[src/rtl/dff_pipe.sv]
// rtl/dff_pipe.sv - parametrised valid-tagged pipeline register with stall, flush and occupancy count
module dff_pipe #(
    parameter int               WIDTH    = 8,
    parameter int               DEPTH    = 3,
    parameter logic [WIDTH-1:0] RST_VAL  = '0,
    parameter bit               RST_DATA = 1'b1,
    localparam int              CW       = $clog2(DEPTH + 1)
) (
    input  logic             clk,
    input  logic             reset,
    input  logic             en_i,
    input  logic             flush_i,
    input  logic             valid_i,
    input  logic [WIDTH-1:0] d_i,
    output logic             valid_o,
    output logic [WIDTH-1:0] q_o,
    output logic [CW-1:0]    count_o,
    output logic             busy_o
);

    logic [DEPTH-1:0] valid_q;
    logic [CW-1:0]    count_q;
    logic [WIDTH-1:0] stage_q [DEPTH];
    logic             advance;

    // Flush outranks enable, so data only moves on an enabled, non-flushed edge.
    assign advance = en_i & ~flush_i;

    // Valid shift chain and running occupancy; the count is maintained incrementally
    // (one word may enter and one may leave per edge) so it never needs a popcount tree.
    always_ff @(posedge clk or posedge reset) begin
        if (reset) begin
            valid_q <= '0;
            count_q <= '0;
        end else if (flush_i) begin
            valid_q <= '0;
            count_q <= '0;
        end else if (en_i) begin
            valid_q[0] <= valid_i;
            for (int k = 1; k < DEPTH; k++) begin
                valid_q[k] <= valid_q[k-1];
            end
            count_q <= count_q + CW'(valid_i) - CW'(valid_q[DEPTH-1]);
        end
    end

    for (genvar k = 0; k < DEPTH; k++) begin : g_stage
        logic [WIDTH-1:0] stage_d;
        logic             stage_ld;
        logic [WIDTH-1:0] data_r;

        // A stage only loads when the word arriving at it is valid, so bubbles leave data flops untouched.
        if (k == 0) begin : g_head
            assign stage_d  = d_i;
            assign stage_ld = advance & valid_i;
        end else begin : g_body
            assign stage_d  = stage_q[k-1];
            assign stage_ld = advance & valid_q[k-1];
        end

        if (RST_DATA) begin : g_rst
            // Data stage with a known reset value.
            always_ff @(posedge clk or posedge reset) begin
                if (reset) begin
                    data_r <= RST_VAL;
                end else if (stage_ld) begin
                    data_r <= stage_d;
                end
            end
        end else begin : g_nrst
            // Data stage without reset; contents are meaningless until its valid bit is set.
            always_ff @(posedge clk) begin
                if (stage_ld) begin
                    data_r <= stage_d;
                end
            end
        end

        assign stage_q[k] = data_r;
    end

    assign valid_o = valid_q[DEPTH-1];
    assign q_o     = stage_q[DEPTH-1];
    assign count_o = count_q;
    assign busy_o  = (count_q != '0);

endmodule

[config.mk]
export PLATFORM = sky130hd
export DESIGN_NAME = dff_pipe
export DESIGN_NICKNAME = d
export VERILOG_FILES = /design/src/rtl/dff_pipe.sv
export SDC_FILE = /design/constraint.sdc
export NUM_CORES = 1
export LEC_CHECK = 0
export CORE_MARGIN = 2
export CORE_UTILIZATION = 30
export CTS_BUF_LIST = sky130_fd_sc_hd__clkbuf_4
export CTS_CLUSTER_SIZE = 10
export DETAILED_ROUTE_END_ITERATION = 8
export SETUP_SLACK_MARGIN = 0.05
export SLEW_MARGIN = 25
export SYNTH_ARGS = -nofsm -noshare
export SYNTH_HDL_FRONTEND = slang
export SYNTH_SLANG_ARGS = --single-unit
[constraint.sdc]
create_clock -name clk -period 1.89 [get_ports clk]
set_input_delay 0.4725 -clock clk [delete_from_list [all_inputs] [get_ports clk]]
set_output_delay 0.4725 -clock clk [all_outputs]
set_load 0.01 [all_outputs]
* Word level (Yosys, flattened, before mapping)
Index checks and enable logic that the tools add are counted.
** Operators by class
- Add/sub/neg operators :: 2
- $mul :: 0
- Div/mod/pow operators :: 0
- $lt $le $gt $ge :: 0
- Equal/unequal tests :: 0
- Shift operators :: 0
- Multiplexer cells :: 4
- Bitwise logic cells :: 5
- Reductions and logical operators :: 2
** Operators by type and width (count)
- $mux 3 :: 2
- $and 1x1->1 :: 4
- $mux 2 :: 2
- $reduce_bool 2->1 :: 2
- $add 2x1->2 :: 1
- $sub 2x1->2 :: 1
- $not 1->1 :: 1
** Storage, ports and cells
- Bits in registers :: 29
- Latch bits :: 0
- Bits in writable memories :: 0
- ROM bits :: 0
- Input bits :: 13
- Output and inout port bits :: 12
- Logic and storage cells :: 18
- Memories :: 0

* Longest topological paths before layout
Gate-level depths: netlist of the first run.
- Word-level depth :: 4
- Depth in mapped cells :: 7

* Least setup slack after synthesis of the first run
OpenSTA, ideal clock, no wires.
- Kind :: flip-flop to flip-flop
- Start :: register count_q[0], in the netlist count_o[0]
- End :: register count_q[1], in the netlist count_o[1]
- Setup time :: 120 ps
- Arrival :: 1364 ps
- Required time :: 1770 ps
- Slack :: 406 ps
- Stages on the path, launching flop included :: 8
- Path buffers :: 0
- Clock period less this slack :: 1484 ps
- Cells stage by stage :: dfrtp_1 inv_1 ha_1 inv_1 ha_1 xor2_1 a21oi_1 a31o_2
** On the way
- Word-level cells in the longest chain between the ends :: 4
** RTL lines
- start: declaration :: line 22 : logic [CW-1:0] count_q;
- start signal: assignment :: line 43 : count_q <= count_q + CW'(valid_i) - CW'(valid_q[DEPTH-1]);
- $add 2x1->2 :: line 43
- $sub 2x1->2 :: line 43
- $mux 2 :: line 38 : end else if (en_i) begin
- $mux 2 :: line 35 : end else if (flush_i) begin
Every way passes these cells. The select of a mux whose other input is x is not followed.
A chain may end at the register's enable or synchronous reset.

* Worst setup path after layout of the first run
- Start :: register count_q[0], in the netlist count_o[0]
- End :: output busy_o
** On the way
- Word-level cells in the longest chain between the ends :: 1
** RTL lines
- $reduce_bool 2->1 :: line 85 : assign busy_o = (count_q != '0);
- end: declaration :: line 18 : output logic busy_o
Every way passes these cells.

==> implementation parameters, run 1 <==
Parameter                              Value

Global route
  Number of antenna violations at the first check in global routing    0
  GR Overflow Total    0
  Maximum number of pins on one net before global-route repair    30
  Via count of the first global-routing pass    around 740
  First-pass GRT wire length    3510 µm
  Aggregate global-route resource usage    0.110

Synth
  Synth unique cells    14
  Warning count from the yosys run    0
  Async SR Flop Fraction    1.00
  Most frequently used flop master after synthesis    dfrtp_1
  Post-synthesis sequential element count    29
  Post-Syn Area per Cell    15.1 µm²
  Cell taking the most area after synthesis    dfrtp_1
  Leading post-synthesis cells by cell area    dfrtp_1 63%, mux2_2 23%, mux2i_1 3.4%
  Syn Inst Count    77
  Fraction of synthesized cell area taken by the top area cell type    0.625
  Share of the yosys chip area belonging to registers    0.625
  Most frequent cells after synthesis    29 x dfrtp_1, 24 x mux2_2, 5 x nor2_1
  Post-Syn Nets    92
  Total standard cell area after synthesis    around 0.0012 mm²
  Cell with the most instances after synthesis    dfrtp_1
  Number of enable-type register cells in the synthesized netlist    0

Critical path
  R2R Setup Slk    0.39 ns
  Endpoint type of the worst setup path    output pin
  Worst setup SP type    flip-flop
  Count of cells along the worst register-to-register path    7
  Worst setup path startpoint    count_o[0]$_DFFE_PP0P_
  Crit path arrival time    about 1.3 ns
  Startpoint of the worst-slack reg-to-reg timing path    count_o[0]$_DFFE_PP0P_
  Reg-to-Reg End    count_o[1]$_DFFE_PP0P_
  CP endpoint    busy_o
  Critical Setup Path Class    flip-flop to output pin
  Required arrival time at the worst endpoint    1.42 ns
  Maximum fanout along the worst path    4

Clock network
  Post-CTS Hold Buffers    0
  H-tree depth reported by CTS    2
  Library cell used as clock root buffer    clkbuf_4
  Clock insertion delay at the later pin of the skew report    0.32 ns
  CTS tree    yes
  Sink Count    29
  Clock Pin Slew Worst Setup and Hold Paths    0.10 ns
  Maximum count of clock buffers along a single path    2
  Buffers inserted by post-CTS timing repair    0
  Clock buffers created by TritonCTS    5
  # resized after CTS    1

Hold path
  Beginning of the worst hold path    g_stage[1].data_r[1]$_DFFE_PP0P_
  Tightest Hold Check Type    flip-flop to flip-flop

Placement
  HPWL after detailed placement    around 1400 µm
  DP Area    0.00148 mm²
  Placed cell count    151
  Number of input and output port buffers inserted    24
  Routability congestion estimate    0.708

Routing
  Vias after detailed routing    682
  Post-DR wirelength/cell    roughly 13 µm
  Remaining antenna violation count after routing    0
  Aggregate routed wire length    2000 µm
  Drt first-iter violations    15
  DRC violations left    0
  Detailed-routing iteration count for the pre-antenna-repair pass    4
  Vias per inst    4.29

Layout
  Final design instance area without fill    roughly 0.0016 mm²
  Antenna diode instance count    0
  Share of final-layout standard cells stronger than drive strength 1    0.360
  Syn-to-layout area delta    33.8%
  Cell Count, Final, Fillers Out    159
  Post-layout nets    125

Timing
  Unrepaired setup endpoints after global routing    no
  Number of setup violations in the final report    0
  Hold violation count in the final report    0
  Min Clock Period, post-route    1.76 ns
  Post-Route Skew    0.0112 ns
  Maximum clock frequency    567 MHz
  Worst relative slew slack    0.758
  Hold WS    roughly 0.50 ns
  Least-Margin Pin Slew    between 0.3 and 0.4 ns
  Share of the clock period used by the worst path    0.933
  Pins Over Slew Limit    0

Floorplanning
  Core footprint    0.00369 mm²
  IO Count    25
  Die area    around 0.0044 mm²
  Overall die height    66.2 µm
  Starting Density    0.315
  Die span in x    66.2 µm
  Floorplan row count    22

Power
  Power per unit of standard cell area    1050 mW/mm²
  Static leakage    0.730 nW
  Worst IR Drop VDD    approximately 0.42 mV

Run
  Number of max-cap violations    0

Outcome
  Result of the run    complete, no violations
worst max-delay path, stage by stage, from the launching register on:
cell and delay (ns):
dfrtp_1 0.41, or2_2 0.29, dlygate4sd2_1 0.28
cells in the final DEF, fill, tap and decap left out, drive strengths merged:
master | synthesis | routed
buf | 1 | 3
mux2i | 4 | 4
and2b | 1 | 1
a31o | 1 | 1
a21oi | 1 | 1
clkbuf | 0 | 6
dlygate4sd2 | 0 | 1
clkdlybuf4s50 | 0 | 23
clkinv | 0 | 1
nor2 | 5 | 5
or2 | 1 | 1
nand2 | 3 | 3
bufinv | 0 | 1
inv | 3 | 3
mux2 | 24 | 24
dfrtp | 29 | 29
nand2b | 1 | 1
xor2 | 1 | 1
ha | 2 | 2
where the power goes:
part	internal, W	switching (W)	total, W
clock network	0.000290	0.000206	0.000495
logic	0.000209	0.000104	0.000313
registers	0.000758	0.0000658	0.000824
registers in the layout, summed over array words and instances (netlist names):
signal,cells
g_stage.data_r,16
q_o,8
valid_q,3
count_o,2
metrics by stage:
step | setup slack, ns | total power, W | util | TNS (ns)
6_report | 0.127 | 0.00163 | 0.421 | 0
5_1_grt | 0.0668 | 0.00172 | 0.421 | 0
4_1_cts | 0.107 | 0.00166 | 0.421 | 0
3_5_place_dp | -0.0137 | 0.00116 | 0.400 | -0.0792
3_3_place_gp | -0.0197 | 0.00115 | 0.400 | -0.168
2_1_floorplan | 0.406 | 0.000999 | - | 0
routing by layer:
layer | wire [µm] | global-route usage | vias up
li1 | - | - | 330
met1 | 908 | 0.135 | 333
met2 | 968 | 0.166 | 15
met3 | 83 | 0.0375 | 4
met4 | 41 | 0.0612 | 0
met5 | 0 | 0 | -
cells by family after synthesis:
| kind of cell | after synthesis | share of synthesized area |
|---|---|---|
| AO/OA/AOI/OAI | 2 | 0.0119 |
| multiplexers | 28 | 0.267 |
| buffers and inverters | 4 | 0.0162 |
| XOR/XNOR | 1 | 0.00754 |
| adder cells (fa/ha/maj) | 2 | 0.0215 |
| flip-flops | 29 | 0.625 |
| AND/OR/NAND/NOR | 11 | 0.0507 |
area by class of cell:
class,instances,area (µm²)
multi-input cells,44,417
clock inverters,2,33.8
fillers,361,2130
inverters,3,11.3
well taps,48,60.1
flip-flops and latches,29,726
repair buffers,27,262
clock buffers,6,45.0
worst min-delay path by stage:
| stage | end | slack (ns) | cells past startpoint |
|---|---|---|---|
| after floorplan | g_stage[1].data_r[0]$_DFFE_PP0P_ | 0.47 | 1 |
| after global placement | q_o[3]$_DFFE_PP0P_ | 0.48 | 1 |
| after detailed placement | g_stage[1].data_r[0]$_DFFE_PP0P_ | 0.49 | 1 |
| after CTS | q_o[1]$_DFFE_PP0P_ | 0.50 | 1 |
| after global routing | g_stage[1].data_r[4]$_DFFE_PP0P_ | 0.52 | 1 |
| final | q_o[1]$_DFFE_PP0P_ | 0.50 | 1 |
Power figures use the tool's default switching activity.
==> run 2: changes to the inputs <==
--- a/config.mk
+++ b/config.mk
@@ -8,7 +8,6 @@
 export CORE_MARGIN = 2
 export CORE_UTILIZATION = 30
 export CTS_BUF_LIST = sky130_fd_sc_hd__clkbuf_4
-export CTS_CLUSTER_SIZE = 10
 export DETAILED_ROUTE_END_ITERATION = 8
 export SETUP_SLACK_MARGIN = 0.05
 export SLEW_MARGIN = 25
==> results of run 2 <==
No change in the layout: final DEF, timing and power equal those of run 1.
==> run 3: changes to the inputs <==
--- a/config.mk
+++ b/config.mk
@@ -5,10 +5,11 @@
 export SDC_FILE = /design/constraint.sdc
 export NUM_CORES = 1
 export LEC_CHECK = 0
-export CORE_MARGIN = 2
+export CORE_MARGIN = 3
 export CORE_UTILIZATION = 30
 export CTS_BUF_LIST = sky130_fd_sc_hd__clkbuf_4
 export DETAILED_ROUTE_END_ITERATION = 8
+export PLACE_DENSITY_LB_ADDON = 0.15
 export SETUP_SLACK_MARGIN = 0.05
 export SLEW_MARGIN = 25
 export SYNTH_ARGS = -nofsm -noshare
==> run 3 against run 2 <==
Net effect:
- non-clock buffer count unchanged
- count of clock-buffer cells in the layout increased by 2
- fmax increased by 2.1%
- flip-flop and latch count unchanged
- via count increased by 1.5%
- wire length increased by 2.0%
- setup slack improved by 0.037 ns
- hold slack improved by 0.0032 ns
- total power decreased by 6.7%
- critical path type unchanged
- critical endpoint unchanged
==> implementation parameters, run 3 (synthesis results as in run 1) <==
Parameter                              Value

Outcome
  Result of the run    complete, no violations

Routing
  DRC violations left    0 (unchanged)
  Remaining antenna violation count after routing    0 (unchanged)
  Vias after detailed routing    692 (+1.5%)
  Post-DR wirelength/cell    13.0 µm (+3.2%)
  Vias per inst    4.41 (+2.8%)
  Detailed-routing iteration count for the pre-antenna-repair pass    3 (-1)
  Aggregate routed wire length    2040 µm (+2.0%)
  Drt first-iter violations    23 (+8)

Critical path
  Endpoint type of the worst setup path    output pin
  Reg-to-Reg End    count_o[1]$_DFFE_PP0P_
  Crit path arrival time    1.25 ns (-0.04 ns)
  Worst setup SP type    flip-flop
  Worst setup path startpoint    count_o[0]$_DFFE_PP0P_
  Critical Setup Path Class    flip-flop to output pin
  Required arrival time at the worst endpoint    1.42 ns (about the same)
  R2R Setup Slk    0.34 ns (-0.05 ns)
  Maximum fanout along the worst path    4 (unchanged)
  Count of cells along the worst register-to-register path    7 (unchanged)
  Startpoint of the worst-slack reg-to-reg timing path    count_o[0]$_DFFE_PP0P_

Timing
  Worst relative slew slack    0.753 (-0.00494)
  Total negative slack for setup checks    0 ns (unchanged)
  Maximum clock frequency    579 MHz (+2.1%)
  Number of setup violations in the final report    0 (unchanged)
  Hold violation count in the final report    0 (unchanged)
  Pins Over Slew Limit    0 (unchanged)
  Least-Margin Pin Slew    0.371 ns (+0.00740 ns)
  Min Clock Period, post-route    1.73 ns (-0.0370 ns)
  Share of the clock period used by the worst path    0.913 (-0.0196)
  Post-Route Skew    0.00328 ns (-0.00793 ns)
  Unrepaired setup endpoints after global routing    no

Run
  Number of max-cap violations    0 (unchanged)

Floorplanning
  Core footprint    0.00352 mm² (-4.5%)
  IO Count    25 (unchanged)
  Die area    0.00465 mm² (+6.1%)
  Die span in x    68.2 µm (+3.0%)
  Starting Density    0.330 (+0.0150)
  Floorplan row count    21 (-4.5%)
  Overall die height    68.2 µm (+3.0%)

Layout
  Combined area of the multi-input logic cells    417 µm² (unchanged)
  Filler cells    361 (unchanged)
  Syn-to-layout area delta    32.1%
  Antenna diode instance count    0 (unchanged)
  Leading cell types in the layout, fill and taps excluded    29 x dfrtp_1, 24 x mux2_2, 23 x clkdlybuf4s50_1, 8 x clkbuf_4, 5 x nor2_1
  Max FFs per register    16 (unchanged)
  Post-layout nets    125 (unchanged)
  Footprint of the flip-flops and latches    726 µm² (unchanged)
  Register ranked first by flip-flop count    g_stage.data_r
  Most frequent standard cell in the layout excluding fill and tap cells    dfrtp_1
  Share of final-layout standard cells stronger than drive strength 1    0.369 (+0.00901)

Global route
  Number of antenna violations at the first check in global routing    0 (unchanged)
  Via count of the first global-routing pass    702 (-5.6%)
  Maximum number of pins on one net before global-route repair    30 (unchanged)
  First-pass GRT wire length    3280 µm (-6.5%)
  GR Overflow Total    0 (unchanged)
  Aggregate global-route resource usage    0.105 (-0.00505)

Clock network
  Clock insertion delay at the later pin of the skew report    0.32 ns (about the same)
  Sink Count    29 (unchanged)
  H-tree depth reported by CTS    2 (unchanged)
  Library cell used as clock root buffer    clkbuf_4
  CTS tree    yes
  Maximum count of clock buffers along a single path    2 (unchanged)
  Post-CTS Hold Buffers    0 (unchanged)
  Clock buffers created by TritonCTS    5 (unchanged)
  Clock Pin Slew Worst Setup and Hold Paths    0.08 ns (-0.02 ns)

Power
  Power per unit of standard cell area    993 mW/mm² (-5.5%)
  Static leakage    0.721 nW (-1.2%)
  Worst IR Drop VDD    0.451 mV (+7.0%)
  Overall power consumption    0.00152 W (-6.7%)

Placement
  Routability congestion estimate    0.752 (+6.1%)
  HPWL after detailed placement    1400 µm (-1.3%)
  Number of input and output port buffers inserted    24 (unchanged)

Hold path
  Hold path cells    1 (unchanged)
  Worst Hold Path EP    q_o[4]$_DFFE_PP0P_
  Tightest Hold Check Type    flip-flop to flip-flop
  Beginning of the worst hold path    g_stage[1].data_r[4]$_DFFE_PP0P_
## run 3: worst max path at each step
| stage | end | cells past startpoint |
|---|---|---|
| after floorplan | count_o[1]$_DFFE_PP0P_ | 7 |
| after global placement | q_o[4]$_DFFE_PP0P_ | 4 |
| after detailed placement | q_o[1]$_DFFE_PP0P_ | 4 |
| after CTS | busy_o | 2 |
| after global routing | count_o[1] | 1 |
| final | busy_o | 2 |
## run 3: critical path: stages, from the launching register on
cell and delay, ns:
dfrtp_1 0.41, or2_2 0.30, clkdlybuf4s15_1 0.23
## run 3: per-layer routing
| layer | share of wire | up-vias | track usage |
|---|---|---|---|
| met5 | 0 | - | 0 |
| met4 | 0.022 | 0 | 0.0596 |
| met3 | 0.063 | 6 | 0.0591 |
| met2 | 0.47 | 16 | 0.152 |
| met1 | 0.44 | 342 | 0.120 |
| li1 | - | 328 | - |
## run 3: area by class of cell
class	count	area share
Clock buffer	8	0.0392
Inverter	3	0.00734
Multi-Input combinational cell	44	0.272
Sequential cell	29	0.473
Tap cell	46	0.0375
Timing Repair Buffer	27	0.171
## run 3: stage by stage
step / cells / hold WS (ns) / utilization / cell area, µm² / worst slack (ns)
detailed placement: 149 / 0.489 / 0.419 / 1470 / -0.0403
CTS: 157 / 0.508 / 0.435 / 1530 / 0.0787
global route: 157 / 0.518 / 0.436 / 1530 / 0.0797
global placement: 149 / 0.486 / 0.419 / 1470 / -0.0289
finish: 157 / 0.503 / 0.436 / 1530 / 0.164
floorplan: 77 / 0.475 / - / 1160 / 0.406
## run 3: repair_timing
action	4_1_cts	5_1_grt
endpoints found under the setup margin	1	1
gates resized for setup	1	1
setup buffers	0	0
## run 3: power breakdown
group / switching, W / total (W) / internal (W) / leakage [nW]
Clock: 0.000197 / 0.000388 / 0.000191 / 0.0368
Combinational: 0.000104 / 0.000314 / 0.000209 / 0.316
Sequential: 0.0000631 / 0.000821 / 0.000758 / 0.369
